--- config.mk ---
export PLATFORM = sky130hd
export DESIGN_NAME = rd_resp_2reg
export DESIGN_NICKNAME = d
export VERILOG_FILES = /design/src/rtl/rd_resp_pkg.sv /design/src/rtl/rd_resp_2reg_rx_fifo.sv /design/src/rtl/rd_resp_2reg.sv
export SDC_FILE = /design/constraint.sdc
export NUM_CORES = 1
export LEC_CHECK = 0
export CAP_MARGIN = 10
export CORE_MARGIN = 4
export CORE_UTILIZATION = 42
export CTS_CLUSTER_SIZE = 25
export DETAILED_ROUTE_END_ITERATION = 6
export PLACE_DENSITY = 0.7
export SETUP_SLACK_MARGIN = 0.15
export SYNTH_ARGS = -nofsm -noshare
export SYNTH_HDL_FRONTEND = slang
export SYNTH_SLANG_ARGS = --single-unit
--- constraint.sdc ---
create_clock -name clk_i -period 2.4 [get_ports clk_i]
set_input_delay 0.24 -clock clk_i [delete_from_list [all_inputs] [get_ports clk_i]]
set_output_delay 0.24 -clock clk_i [all_outputs]
set_load 0.02 [all_outputs]
--- src/rtl/rd_resp_pkg.sv ---
// Shared definitions for the receive-buffer read/response block:
// status word bit positions, register select encodings and a helper
// that packs the status word from its individual fields.
package rd_resp_pkg;

  // Status word bit positions
  localparam int NOT_EMPTY = 0;
  localparam int FULL      = 1;
  localparam int OVERRUN   = 2;
  localparam int UNDERFLOW = 3;
  localparam int COUNT_LSB = 4;
  localparam int COUNT_W   = 4;

  // Register select encodings
  typedef enum logic {
    SEL_STATUS = 1'b0,
    SEL_DATA   = 1'b1
  } reg_sel_e;

  // Assemble the 32-bit status word; unused bits are zero
  function automatic logic [31:0] packStatus(
    input logic               notEmpty,
    input logic               full,
    input logic               overrun,
    input logic               underflow,
    input logic [COUNT_W-1:0] count
  );
    logic [31:0] word;
    word                       = '0;
    word[NOT_EMPTY]            = notEmpty;
    word[FULL]                 = full;
    word[OVERRUN]              = overrun;
    word[UNDERFLOW]            = underflow;
    word[COUNT_LSB +: COUNT_W] = count;
    return word;
  endfunction

endpackage

--- src/rtl/rd_resp_2reg_rx_fifo.sv ---
// Receive buffer storage: a circular FIFO with power-of-two depth.
// Requests are guarded internally, so a push into a full buffer is only
// taken when a pop happens on the same edge, and a pop of an empty
// buffer is ignored. The head entry is presented combinationally.
module rx_fifo #(
  parameter int DATA_W = 8,
  parameter int DEPTH  = 4
) (
  input  logic                    clk_i,
  input  logic                    rst_i,
  input  logic                    push_i,
  input  logic [DATA_W-1:0]       data_i,
  input  logic                    pop_i,
  output logic [DATA_W-1:0]       data_o,
  output logic                    full_o,
  output logic                    empty_o,
  output logic [$clog2(DEPTH):0]  count_o
);

  localparam int PTR_W = $clog2(DEPTH);
  localparam int CNT_W = PTR_W + 1;

  logic [DATA_W-1:0] r_mem [DEPTH];
  logic [PTR_W-1:0]  r_wrPtr;
  logic [PTR_W-1:0]  r_rdPtr;
  logic [CNT_W-1:0]  r_count;

  logic w_full;
  logic w_empty;
  logic w_doPush;
  logic w_doPop;

  // Qualify push/pop against the current fill level
  always_comb begin
    w_full   = (r_count == CNT_W'(DEPTH));
    w_empty  = (r_count == '0);
    w_doPop  = pop_i && !w_empty;
    w_doPush = push_i && (!w_full || w_doPop);
  end

  // Pointers wrap naturally because DEPTH is a power of two
  always_ff @(posedge clk_i or posedge rst_i) begin
    if (rst_i) begin
      r_wrPtr <= '0;
      r_rdPtr <= '0;
      r_count <= '0;
    end else begin
      if (w_doPush) begin
        r_wrPtr <= r_wrPtr + PTR_W'(1);
      end
      if (w_doPop) begin
        r_rdPtr <= r_rdPtr + PTR_W'(1);
      end
      case ({w_doPush, w_doPop})
        2'b10:   r_count <= r_count + CNT_W'(1);
        2'b01:   r_count <= r_count - CNT_W'(1);
        default: r_count <= r_count;
      endcase
    end
  end

  // Storage array is not reset; only the pointers define validity
  always_ff @(posedge clk_i) begin
    if (w_doPush) begin
      r_mem[r_wrPtr] <= data_i;
    end
  end

  assign data_o  = r_mem[r_rdPtr];
  assign full_o  = w_full;
  assign empty_o = w_empty;
  assign count_o = r_count;

endmodule

--- src/rtl/rd_resp_2reg.sv ---
// Two-register read port in front of a receive buffer. A read strobe
// selects either the status word or the data register; the response
// comes back one cycle later with a single-cycle valid pulse, and the
// returned value is held until the next response. Data reads pop the
// buffer head; status reads return and clear the sticky error flags.
module rd_resp_2reg
  import rd_resp_pkg::*;
#(
  parameter int DATA_W = 8,
  parameter int DEPTH  = 4
) (
  input  logic              clk_i,
  input  logic              rst_i,
  input  logic              rd_i,
  input  logic              reg_sel_i,
  input  logic [DATA_W-1:0] rx_data_i,
  input  logic              rx_valid_i,
  output logic [31:0]       rdata_o,
  output logic              rvalid_o,
  output logic              irq_o
);

  localparam int CNT_W = $clog2(DEPTH) + 1;

  logic [DATA_W-1:0] w_head;
  logic              w_full;
  logic              w_empty;
  logic [CNT_W-1:0]  w_count;

  logic              w_dataRd;
  logic              w_statusRd;
  logic              w_pop;
  logic              w_push;
  logic              w_setOverrun;
  logic              w_setUnderflow;
  logic [CNT_W-1:0]  w_countNext;
  logic [31:0]       w_statusWord;
  logic [31:0]       w_readWord;

  logic [31:0]       r_rdata;
  logic              r_rvalid;
  logic              r_irq;
  logic              r_overrun;
  logic              r_underflow;

  rx_fifo #(
    .DATA_W (DATA_W),
    .DEPTH  (DEPTH)
  ) u_rxFifo (
    .clk_i   (clk_i),
    .rst_i   (rst_i),
    .push_i  (w_push),
    .data_i  (rx_data_i),
    .pop_i   (w_pop),
    .data_o  (w_head),
    .full_o  (w_full),
    .empty_o (w_empty),
    .count_o (w_count)
  );

  // Decode the access, qualify push/pop and build the response word
  always_comb begin
    w_dataRd       = rd_i && (reg_sel_i == SEL_DATA);
    w_statusRd     = rd_i && (reg_sel_i == SEL_STATUS);
    w_pop          = w_dataRd && !w_empty;
    w_push         = rx_valid_i && (!w_full || w_pop);
    w_setOverrun   = rx_valid_i && w_full && !w_pop;
    w_setUnderflow = w_dataRd && w_empty;
    w_countNext    = w_count + CNT_W'(w_push) - CNT_W'(w_pop);
    w_statusWord   = packStatus(!w_empty, w_full, r_overrun, r_underflow,
                                COUNT_W'(w_count));
    w_readWord     = '0;
    if (w_statusRd) begin
      w_readWord = w_statusWord;
    end else if (w_pop) begin
      w_readWord = 32'(w_head);
    end
  end

  // Response register: one valid pulse per read, data held between reads
  always_ff @(posedge clk_i or posedge rst_i) begin
    if (rst_i) begin
      r_rdata  <= '0;
      r_rvalid <= 1'b0;
    end else begin
      r_rvalid <= rd_i;
      if (rd_i) begin
        r_rdata <= w_readWord;
      end
    end
  end

  // Sticky error flags: a status read clears them, but a new event wins
  always_ff @(posedge clk_i or posedge rst_i) begin
    if (rst_i) begin
      r_overrun   <= 1'b0;
      r_underflow <= 1'b0;
    end else if (w_statusRd) begin
      r_overrun   <= w_setOverrun;
      r_underflow <= w_setUnderflow;
    end else begin
      r_overrun   <= r_overrun | w_setOverrun;
      r_underflow <= r_underflow | w_setUnderflow;
    end
  end

  // Interrupt reflects the fill level after this edge's push/pop
  always_ff @(posedge clk_i or posedge rst_i) begin
    if (rst_i) begin
      r_irq <= 1'b0;
    end else begin
      r_irq <= (w_countNext != '0);
    end
  end

  assign rdata_o  = r_rdata;
  assign rvalid_o = r_rvalid;
  assign irq_o    = r_irq;

endmodule

* Yosys cells after proc, flatten, opt, wreduce, memory -nomap -nowiden
Memory sizes are Yosys's and may differ from the RTL's.
Cells that the tools add are included.
** Word-level totals
- Register bits after elaboration :: 43
- Memory bits (writable) :: 32
- Bits of input ports :: 13
- Memories kept :: 1
** Operators by class
- Add/sub/neg operators :: 6
- Equality and inequality tests :: 3
- Multiplexer cells :: 7
- Bitwise logic cells :: 3
- Reductions and logical operators :: 17
** Memory list
- u_rxFifo.r_mem :: depth 4, bits a word 8, read ports 1, clocked after Yosys merged registers in 0, wr ports 1, line rd_resp_2reg_rx_fifo.sv:23 : logic [DATA_W-1:0] r_mem [DEPTH];
** Operators by type and width (count)
- 2-to-1 mux 32 bit :: 1
- logical AND 1 bit :: 9
- 2-to-1 mux 8 bit :: 1
- case mux 3 bit (2 select lines) :: 1
- adder 2 x 1 -> 2 bit (second input constant) :: 2
- 2-to-1 mux 1 bit :: 4
- adder 3 x 1 -> 3 bit :: 1
- adder 3 x 1 -> 3 bit (second input constant) :: 1
- equality test 3 bit (second input constant) :: 1
- zero test 1 bit :: 3
- zero test 3 bit :: 1
- nonzero test 3 bit :: 1
- subtractor 3 x 1 -> 3 bit :: 1
- subtractor 3 x 1 -> 3 bit (second input constant) :: 1
- equality test 2 x 1 -> 1 bit (second input constant) :: 1
- equality test 2 bit (second input constant) :: 1
- logical OR 1 bit :: 2
- OR 1 bit :: 2
- nonzero test 2 bit :: 1
- NOT 1 bit :: 1

* Depth between registers and ports, before layout
Gate-level depths: netlist of run 1.
- Word-level depth :: 8
- Depth in mapped cells :: 11
- Depth with buffers taken out :: 10

* By module
Synthesis of run 1 repeated with hierarchy kept, for this count alone.
** Unflattened totals
- Cells, all modules :: 173
- Area total of the unflattened synthesis :: 2434.8 µm²
** By module, submodules not included
- rx_fifo :: times used 1, cells an instance 81, area each 1591.5 µm²
- rd_resp_2reg :: times used 1, cells an instance 92, area each 843.3 µm²

* Worst setup path before layout of run 1
Ideal clock, no wire load.
- Path type :: register to register
- From :: register u_rxFifo.r_count[1] (netlist: u_rxFifo.count_o[1])
- To :: register r_irq (netlist: irq_o)
- Setup time :: 0.120 ns
- Arrival :: 2.134 ns
- Slack :: 0.146 ns
- Cell stages (with the launch flop) :: 11
- Path buffers :: 0
- Path through :: dfrtp_1 -> or3b_1 -> o21a_4 -> inv_1 -> ha_1 -> inv_1 -> ha_1 -> fa_1 -> xnor2_1 -> xnor2_1 -> nand2_1
** On the way
- Cells in the longest elaborated chain, start to end :: 8
- Elaborated cells between the ends (all ways) :: 10
- Those cells by class :: add/sub: 2; eq/ne: 1; reduce/logical: 7
** RTL lines
- start: declaration :: line rd_resp_2reg_rx_fifo.sv:26 : logic [CNT_W-1:0] r_count;
- start signal: assignment :: line rd_resp_2reg_rx_fifo.sv:55 : 2'b10: r_count <= r_count + CNT_W'(1);
- start signal: assignment :: line rd_resp_2reg_rx_fifo.sv:56 : 2'b01: r_count <= r_count - CNT_W'(1);
- start signal: assignment :: line rd_resp_2reg_rx_fifo.sv:57 : default: r_count <= r_count;
- zero test 3 bit :: line rd_resp_2reg_rx_fifo.sv:36 : w_empty = (r_count == '0);
- zero test 1 bit :: line rd_resp_2reg.sv:65 : w_pop = w_dataRd && !w_empty;
- logical AND 1 bit :: line rd_resp_2reg.sv:65
- logical OR 1 bit :: line rd_resp_2reg.sv:66 : w_push = rx_valid_i && (!w_full || w_pop);
- logical AND 1 bit :: line rd_resp_2reg.sv:66
- adder 3 x 1 -> 3 bit :: line rd_resp_2reg.sv:69 : w_countNext = w_count + CNT_W'(w_push) - CNT_W'(w_pop);
- subtractor 3 x 1 -> 3 bit (*) :: line rd_resp_2reg.sv:69
- nonzero test 3 bit (*) :: line rd_resp_2reg.sv:112 : r_irq <= (w_countNext != '0);
- end signal: assignment :: line rd_resp_2reg.sv:112
- end: declaration :: line rd_resp_2reg.sv:42 : logic r_irq;
Every way passes the cells marked *; elsewhere a longest branch is shown, timed or not.
A chain may end at the register's enable or synchronous reset.

* Worst setup path in the final report of run 1
Same ends and word-level chain as after synthesis.

==> metrics.yaml, run 1 <==
ff_latch_area_sq_um: 1436
cts_buffers: 5
crit_arrival_ns: 2.37
grt_max_degree: 20
die_w_um: 83.49
power_density_nw_per_um2: 1105
synth_cell_types: 33
synth_largest_area_cell: "edfxtp_1"
ir_worst_vdd_v: 0.0005261
worst_slew_pin_slew_ns: 0.7175
io-pin-count: 47
layout_commonest_cell: "edfxtp_1"
switchingPower_mw: 1.048
cts_tree: "yes"
gr-usage-all-layers: 0.1204
chipHeight_um: 83.49
h-tree-depth: 2
pre_cts_ws_ns: -0.06507
swShare: 0.3301
routed_via_density: 4.715
synth_top_area_share: 0.4015
drtAntennaViolNets: 0
synth_area_sq_um: 2394
port_buffers: 22
min_path_type: "input port to asynchronous set/reset pin"
status: "finished clean"
hold-worst-slack_ns: 0.3539
p_leak_nw: 1.174
area_growth_pct: 20.02
max_slew_margin: 0.5211
rsz0062_at_grt: "yes"
multi_input_area_sq_um: 812.0
clk_latency_ns: 0.30
cts.sinks: 51
syn_inst: 174
finalWirelength_mm: 4.155
cts_root_buf: "clkbuf_8"
critical_path_required_ns: 2.60
setup_ws_ns: 0.2262
synth.area.top_cells: "edfxtp_1, dfrtp_1, buf_4"
first_global_vias: 1336
clkPwrFrac: 0.187
path_class: "flip-flop to flip-flop"
wire_per_inst_um: 14.43
drv_slew: 0
p_seq_frac: 0.425
finalClockSkew_ns: 0.006508
antenna_found_initial: 0
setup-violations-final: 0
fin_crit_ns: 2.174
startpoint_type: "flip-flop"
ctsLongestPathBuffers: 2
drt_iter0_markers: 52
drc: 0
synth-warning-count: 0
synth_area_per_cell_sq_um: 13.76
end_kind: "flip-flop"
clkTransAtPathRegs_ns: 0.09
first_pass_iters: 4
crit_fanout: 2
start_util: 0.4347
hold_buffers: 0
fin_nets: 237
p_int_mw: 2.127
vias: 1358
ys_seq_elements: 51
final_hold_viol_count: 0
diodes: 0
fillers: 488
place.gp.congestion: 0.7849
grt_overflow: 0
num_rows: 27
grt_pass1_wl_mm: 6.541
drive_gt1_frac: 0.1991
dp_hpwl_mm: 2.899
mostFrequentLayoutCells: "edfxtp_1, conb_1, clkdlybuf4s50_1"
core-area_sq_um: 5507
die_area_sq_um: 6971
min_period_over_period: 0.9057
ys_seq_area_frac: 0.6001
p_comb_frac: 0.388
max_freq_mhz: 460.0
finalPower_mw: 3.175
maxCapViolCount: 0
[kinds of logic (layout without fill, tap and decap cells)]
family,count (synthesis),count (layout),share of synthesized area
buf+inv,44,63,0.1129
fa+ha+maj,9,9,0.05332
flops,51,51,0.6001
compound gates,17,17,0.05436
simple gates,31,31,0.06587
xor+xnor,8,8,0.02927
mux,13,13,0.08259
other cells,1,24,0.001567
[repair_timing]
item | in CTS | in global routing
setup buffers | 1 | 3
gates resized for setup | 4 | 7
setup endpoints to repair | 2 | 2
pin swaps | 3 | 3
hold endpoints to repair | 0 | 0
[power groups by stage]
stage	Sequential (mW)	Combinational [mW]	Clock, mW
floorplan	1.37	0.782	0
global placement	1.37	1.12	0
detailed placement	1.37	1.14	0
CTS	1.36	1.17	0.607
global route	1.39	1.35	0.640
finish	1.35	1.23	0.593
[worst paths after layout]
path | from | endpoint | slack (ns) | cells after the start
min in group clk_i | rdata_o[5]$_DFFE_PP0P_ | rdata_o[5]$_DFFE_PP0P_ | 0.51 | 2
worst min register to register | rdata_o[5]$_DFFE_PP0P_ | rdata_o[5]$_DFFE_PP0P_ | 0.51 | 2
worst min-delay path | rst_i | r_overrun$_DFF_PP0_ | 0.35 | 2
max in group asynchronous | rst_i | u_rxFifo.r_wrPtr[1]$_DFFE_PP0P_ | 1.60 | 2
worst max-delay path | u_rxFifo.count_o[1]$_DFFE_PP0P_ | irq_o$_DFF_PP0_ | 0.23 | 10
worst max register to register | u_rxFifo.count_o[1]$_DFFE_PP0P_ | irq_o$_DFF_PP0_ | 0.23 | 10
[worst max-delay path, cell delays in order (launching register included)]
cell and delay [ns]:
dfrtp_1 0.39, or3b_4 0.41, o21a_4 0.21, inv_1 0.05, ha_1 0.11, inv_1 0.04, ha_1 0.18, fa_2 0.35
xnor2_2 0.15, xnor2_1 0.13, nand2_1 0.07
[metrics by stage]
stage	instances	cell area [sq um]	setup TNS [ns]	utilization
finish	288	2873	0	0.5217
global route	288	2873	0	0.5217
CTS	285	2820	0	0.5122
detailed placement	276	2689	-0.1004	0.4883
global placement	276	2689	-0.04239	0.4883
floorplan	197	2480	0	-
[registers in the layout (all words and copies together), names as in the netlist]
register,flops
r_overrun,1
rvalid_o,1
u_rxFifo.count_o,3
u_rxFifo.r_rdPtr,2
u_rxFifo.r_wrPtr,2
rdata_o,8
u_rxFifo.r_mem,32
r_underflow,1
irq_o,1
[Yosys cell counts]
library cell	n
o311ai_0	2
buf_4	25
o21a_4	1
nor3_1	2
mux4_2	5
a22o_1	3
xnor2_1	5
buf_6	1
or3_1	1
nor2b_1	2
or3b_1	1
a21oi_1	2
mux2_4	1
buf_2	3
a31oi_1	5
clkbuf_1	2
dfrtp_1	19
o21ai_0	1
nor2_1	5
nand3_1	6
and2_1	5
inv_2	1
nand2_1	8
a41o_1	1
edfxtp_1	32
ha_1	7
fa_1	2
nor4bb_1	1
mux2i_1	7
a22oi_1	2
xor2_1	3
conb_1	1
inv_1	12
[metal layers]
metal	GRT usage	part of all wire	vias to the layer above
met3	0.03653	0.065	8
met2	0.2092	0.50	53
met1	0.1429	0.42	652
li1	-	-	645
met5	0	0	-
met4	0.03801	0.013	0
[cell type report]
class,count,area share
Multi-Input combinational cell,102,0.2827
Clock inverter,3,0.01481
Sequential cell,51,0.5000
Tap cell,72,0.03136
Clock buffer,5,0.02395
Inverter,13,0.01699
Timing Repair Buffer,42,0.1302
No activity file was read; power rests on OpenSTA's default activity.
==> inputs of run 2 (changes only) <==
--- a/config.mk
+++ b/config.mk
@@ -10,7 +10,7 @@
 export CORE_UTILIZATION = 42
 export CTS_CLUSTER_SIZE = 25
 export DETAILED_ROUTE_END_ITERATION = 6
-export PLACE_DENSITY = 0.7
+export PLACE_DENSITY_LB_ADDON = 0.2
 export SETUP_SLACK_MARGIN = 0.15
 export SYNTH_ARGS = -nofsm -noshare
 export SYNTH_HDL_FRONTEND = slang
==> metrics.yaml, run 2 (synthesized netlist as in run 1, its figures left out) <==
status: "finished clean"  # unchanged
rsz0062_at_grt: "yes"  # unchanged
largest_register: "u_rxFifo.r_mem"  # unchanged
crit_arrival_ns: 2.46  # was 2.37 ns
dp_hpwl_mm: 3.130  # was 2.899 mm
ff2ff_path_depth: 10  # unchanged
wire_per_inst_um: 14.80  # was 14.43 um
max_freq_mhz: 446.8  # was 460.0 MHz
clkTransAtPathRegs_ns: 0.09  # about the same
diodes: 0  # unchanged
r2r-end: "u_rxFifo.count_o[2]$_DFFE_PP0P_"  # was irq_o$_DFF_PP0_
setup-violations-final: 0  # unchanged
finalWirelength_mm: 4.218  # was 4.155 mm
worst_slew_pin_slew_ns: 0.7421  # was 0.7175 ns
fin_nets: 234  # was 237
core-area_sq_um: 5507  # unchanged
io-pin-count: 47  # unchanged
die_area_sq_um: 6971  # unchanged
final_hold_viol_count: 0  # unchanged
num_rows: 27  # unchanged
die_w_um: 83.49  # unchanged
cts_tree: "yes"  # unchanged
drv_slew: 0  # unchanged
first_global_vias: 1398  # was 1,336
r2r_slack_ns: 0.16  # was 0.23 ns
grt_pass1_wl_mm: 7.024  # was 6.541 mm
routed_via_density: 4.726  # was 4.715
vias: 1347  # was 1,358
power_density_nw_per_um2: 1084  # was 1105 nW/um^2
placedCellCount: 276  # unchanged
fin_crit_ns: 2.238  # was 2.174 ns
fin_tns_setup_ns: 0  # unchanged
finalClockSkew_ns: 0.006786  # was 0.006508 ns
dpl_cell_area_sq_um: 2689  # unchanged
fillers: 469  # was 488
drive_gt1_frac: 0.1737  # was 0.1991
start_util: 0.4347  # unchanged
largest_reg_flops: 32  # unchanged
startpoint_type: "flip-flop"  # unchanged
drc: 0  # unchanged
grt_overflow: 0  # unchanged
ir_worst_vdd_v: 0.0004402  # was 0.0005261 V
drtAntennaViolNets: 0  # unchanged
first_pass_iters: 4  # unchanged
mostFrequentLayoutCells: "edfxtp_1, conb_1, clkdlybuf4s50_1"  # unchanged
layout_commonest_cell: "edfxtp_1"  # unchanged
r2r_start: "u_rxFifo.count_o[0]$_DFFE_PP0P_"  # was u_rxFifo.count_o[1]$_DFFE_PP0P_
chipHeight_um: 83.49  # unchanged
max_slew_margin: 0.5047  # was 0.5211
port_buffers: 22  # unchanged
min_path_type: "input port to asynchronous set/reset pin"  # unchanged
gr-usage-all-layers: 0.1280  # was 0.1204
stdcell_count: 285  # was 288
crit_fanout: 7  # was 2
clk_latency_ns: 0.30  # about the same
antenna_found_initial: 0  # unchanged
end_kind: "flip-flop"  # unchanged
min_period_over_period: 0.9326  # was 0.9057
maxCapViolCount: 0  # unchanged
cts_buffers: 5  # unchanged
h-tree-depth: 2  # unchanged
cts_root_buf: "clkbuf_8"  # unchanged
drt_iter0_markers: 67  # was 52
final_util: 0.5110  # was 0.5217
ctsLongestPathBuffers: 2  # unchanged
area_growth_pct: 17.56  # was 20.02%
grt_max_degree: 20  # unchanged
cts.sinks: 51  # unchanged
fin_area_sq_um: 2814  # was 2873 sq um
path_class: "flip-flop to flip-flop"  # unchanged
critical_path_required_ns: 2.62  # was 2.60 ns
setup.worst_path.start: "u_rxFifo.count_o[0]$_DFFE_PP0P_"  # was u_rxFifo.count_o[1]$_DFFE_PP0P_
place.gp.congestion: 0.7731  # was 0.7849
finalPower_mw: 3.050  # was 3.175 mW
p_leak_nw: 1.152  # was 1.174 nW
## run 2: cell types whose count changed in the layout (fill, tap and decap cells not counted), sizes merged
cell	before	now
bufinv	1	0
clkbuf	5	7
buf	20	17
inv	14	13
## run 2: per-stage QoR
step	setup WS (ns)	hold WS, ns
finish	0.1618	0.3687
global placement	-0.01384	0.4903
detailed placement	-0.09254	0.5106
global route	0.06628	0.4298
floorplan	0.1459	0.1911
CTS	0.1034	0.3921
## run 2: worst max path at each step
stage,to,slack (ns),cells after the start
3_5_place_dp,u_rxFifo.count_o[2]$_DFFE_PP0P_,-0.09,11
6_report,u_rxFifo.count_o[2]$_DFFE_PP0P_,0.16,10
2_1_floorplan,irq_o$_DFF_PP0_,0.15,10
4_1_cts,u_rxFifo.count_o[2]$_DFFE_PP0P_,0.10,10
3_3_place_gp,irq_o$_DFF_PP0_,-0.01,11
5_1_grt,irq_o$_DFF_PP0_,0.07,10
## run 2: what timing repair did
action / 4_1_cts / 5_1_grt
hold buffers: 0 / 0
buffers inserted: 0 / 1
pin swaps: 0 / 3
gates resized for setup: 2 / 4
hold endpoints to repair: 0 / 0
setup endpoints to repair: 2 / 2
## run 2: layer usage
| layer | GRT usage | up-vias | share of wire |
|---|---|---|---|
| met5 | 0 | - | 0 |
| met4 | 0.03509 | 0 | 0.011 |
| met3 | 0.03949 | 7 | 0.058 |
| met2 | 0.2143 | 34 | 0.50 |
| met1 | 0.1614 | 669 | 0.44 |
| li1 | - | 637 | - |
## run 2: cell type report
cell class / instances / area [sq um] / area share
Timing Repair Buffer: 39 / 347.8 / 0.1236
Clock buffer: 7 / 86.33 / 0.03068
Sequential cell: 51 / 1436 / 0.5104
Clock inverter: 1 / 5.005 / 0.001779
Multi-Input combinational cell: 102 / 799.5 / 0.2841
Tap cell: 72 / 90.09 / 0.03201
Inverter: 13 / 48.80 / 0.01734
## run 2: worst max-delay path: stages, from the launching register on
cell     delay (ns)
dfrtp_1        0.40
or3b_4         0.41
o21a_4         0.20
buf_4          0.16
inv_1          0.05
ha_1           0.15
inv_1          0.06
fa_2           0.33
xor2_1         0.15
nor2_1         0.11
xor2_1         0.15
## run 2: where the power goes
group / switching, mW / leakage, nW / internal (mW)
Combinational: 0.601 / 0.583 / 0.600
Sequential: 0.164 / 0.521 / 1.19
Clock: 0.262 / 0.0482 / 0.233
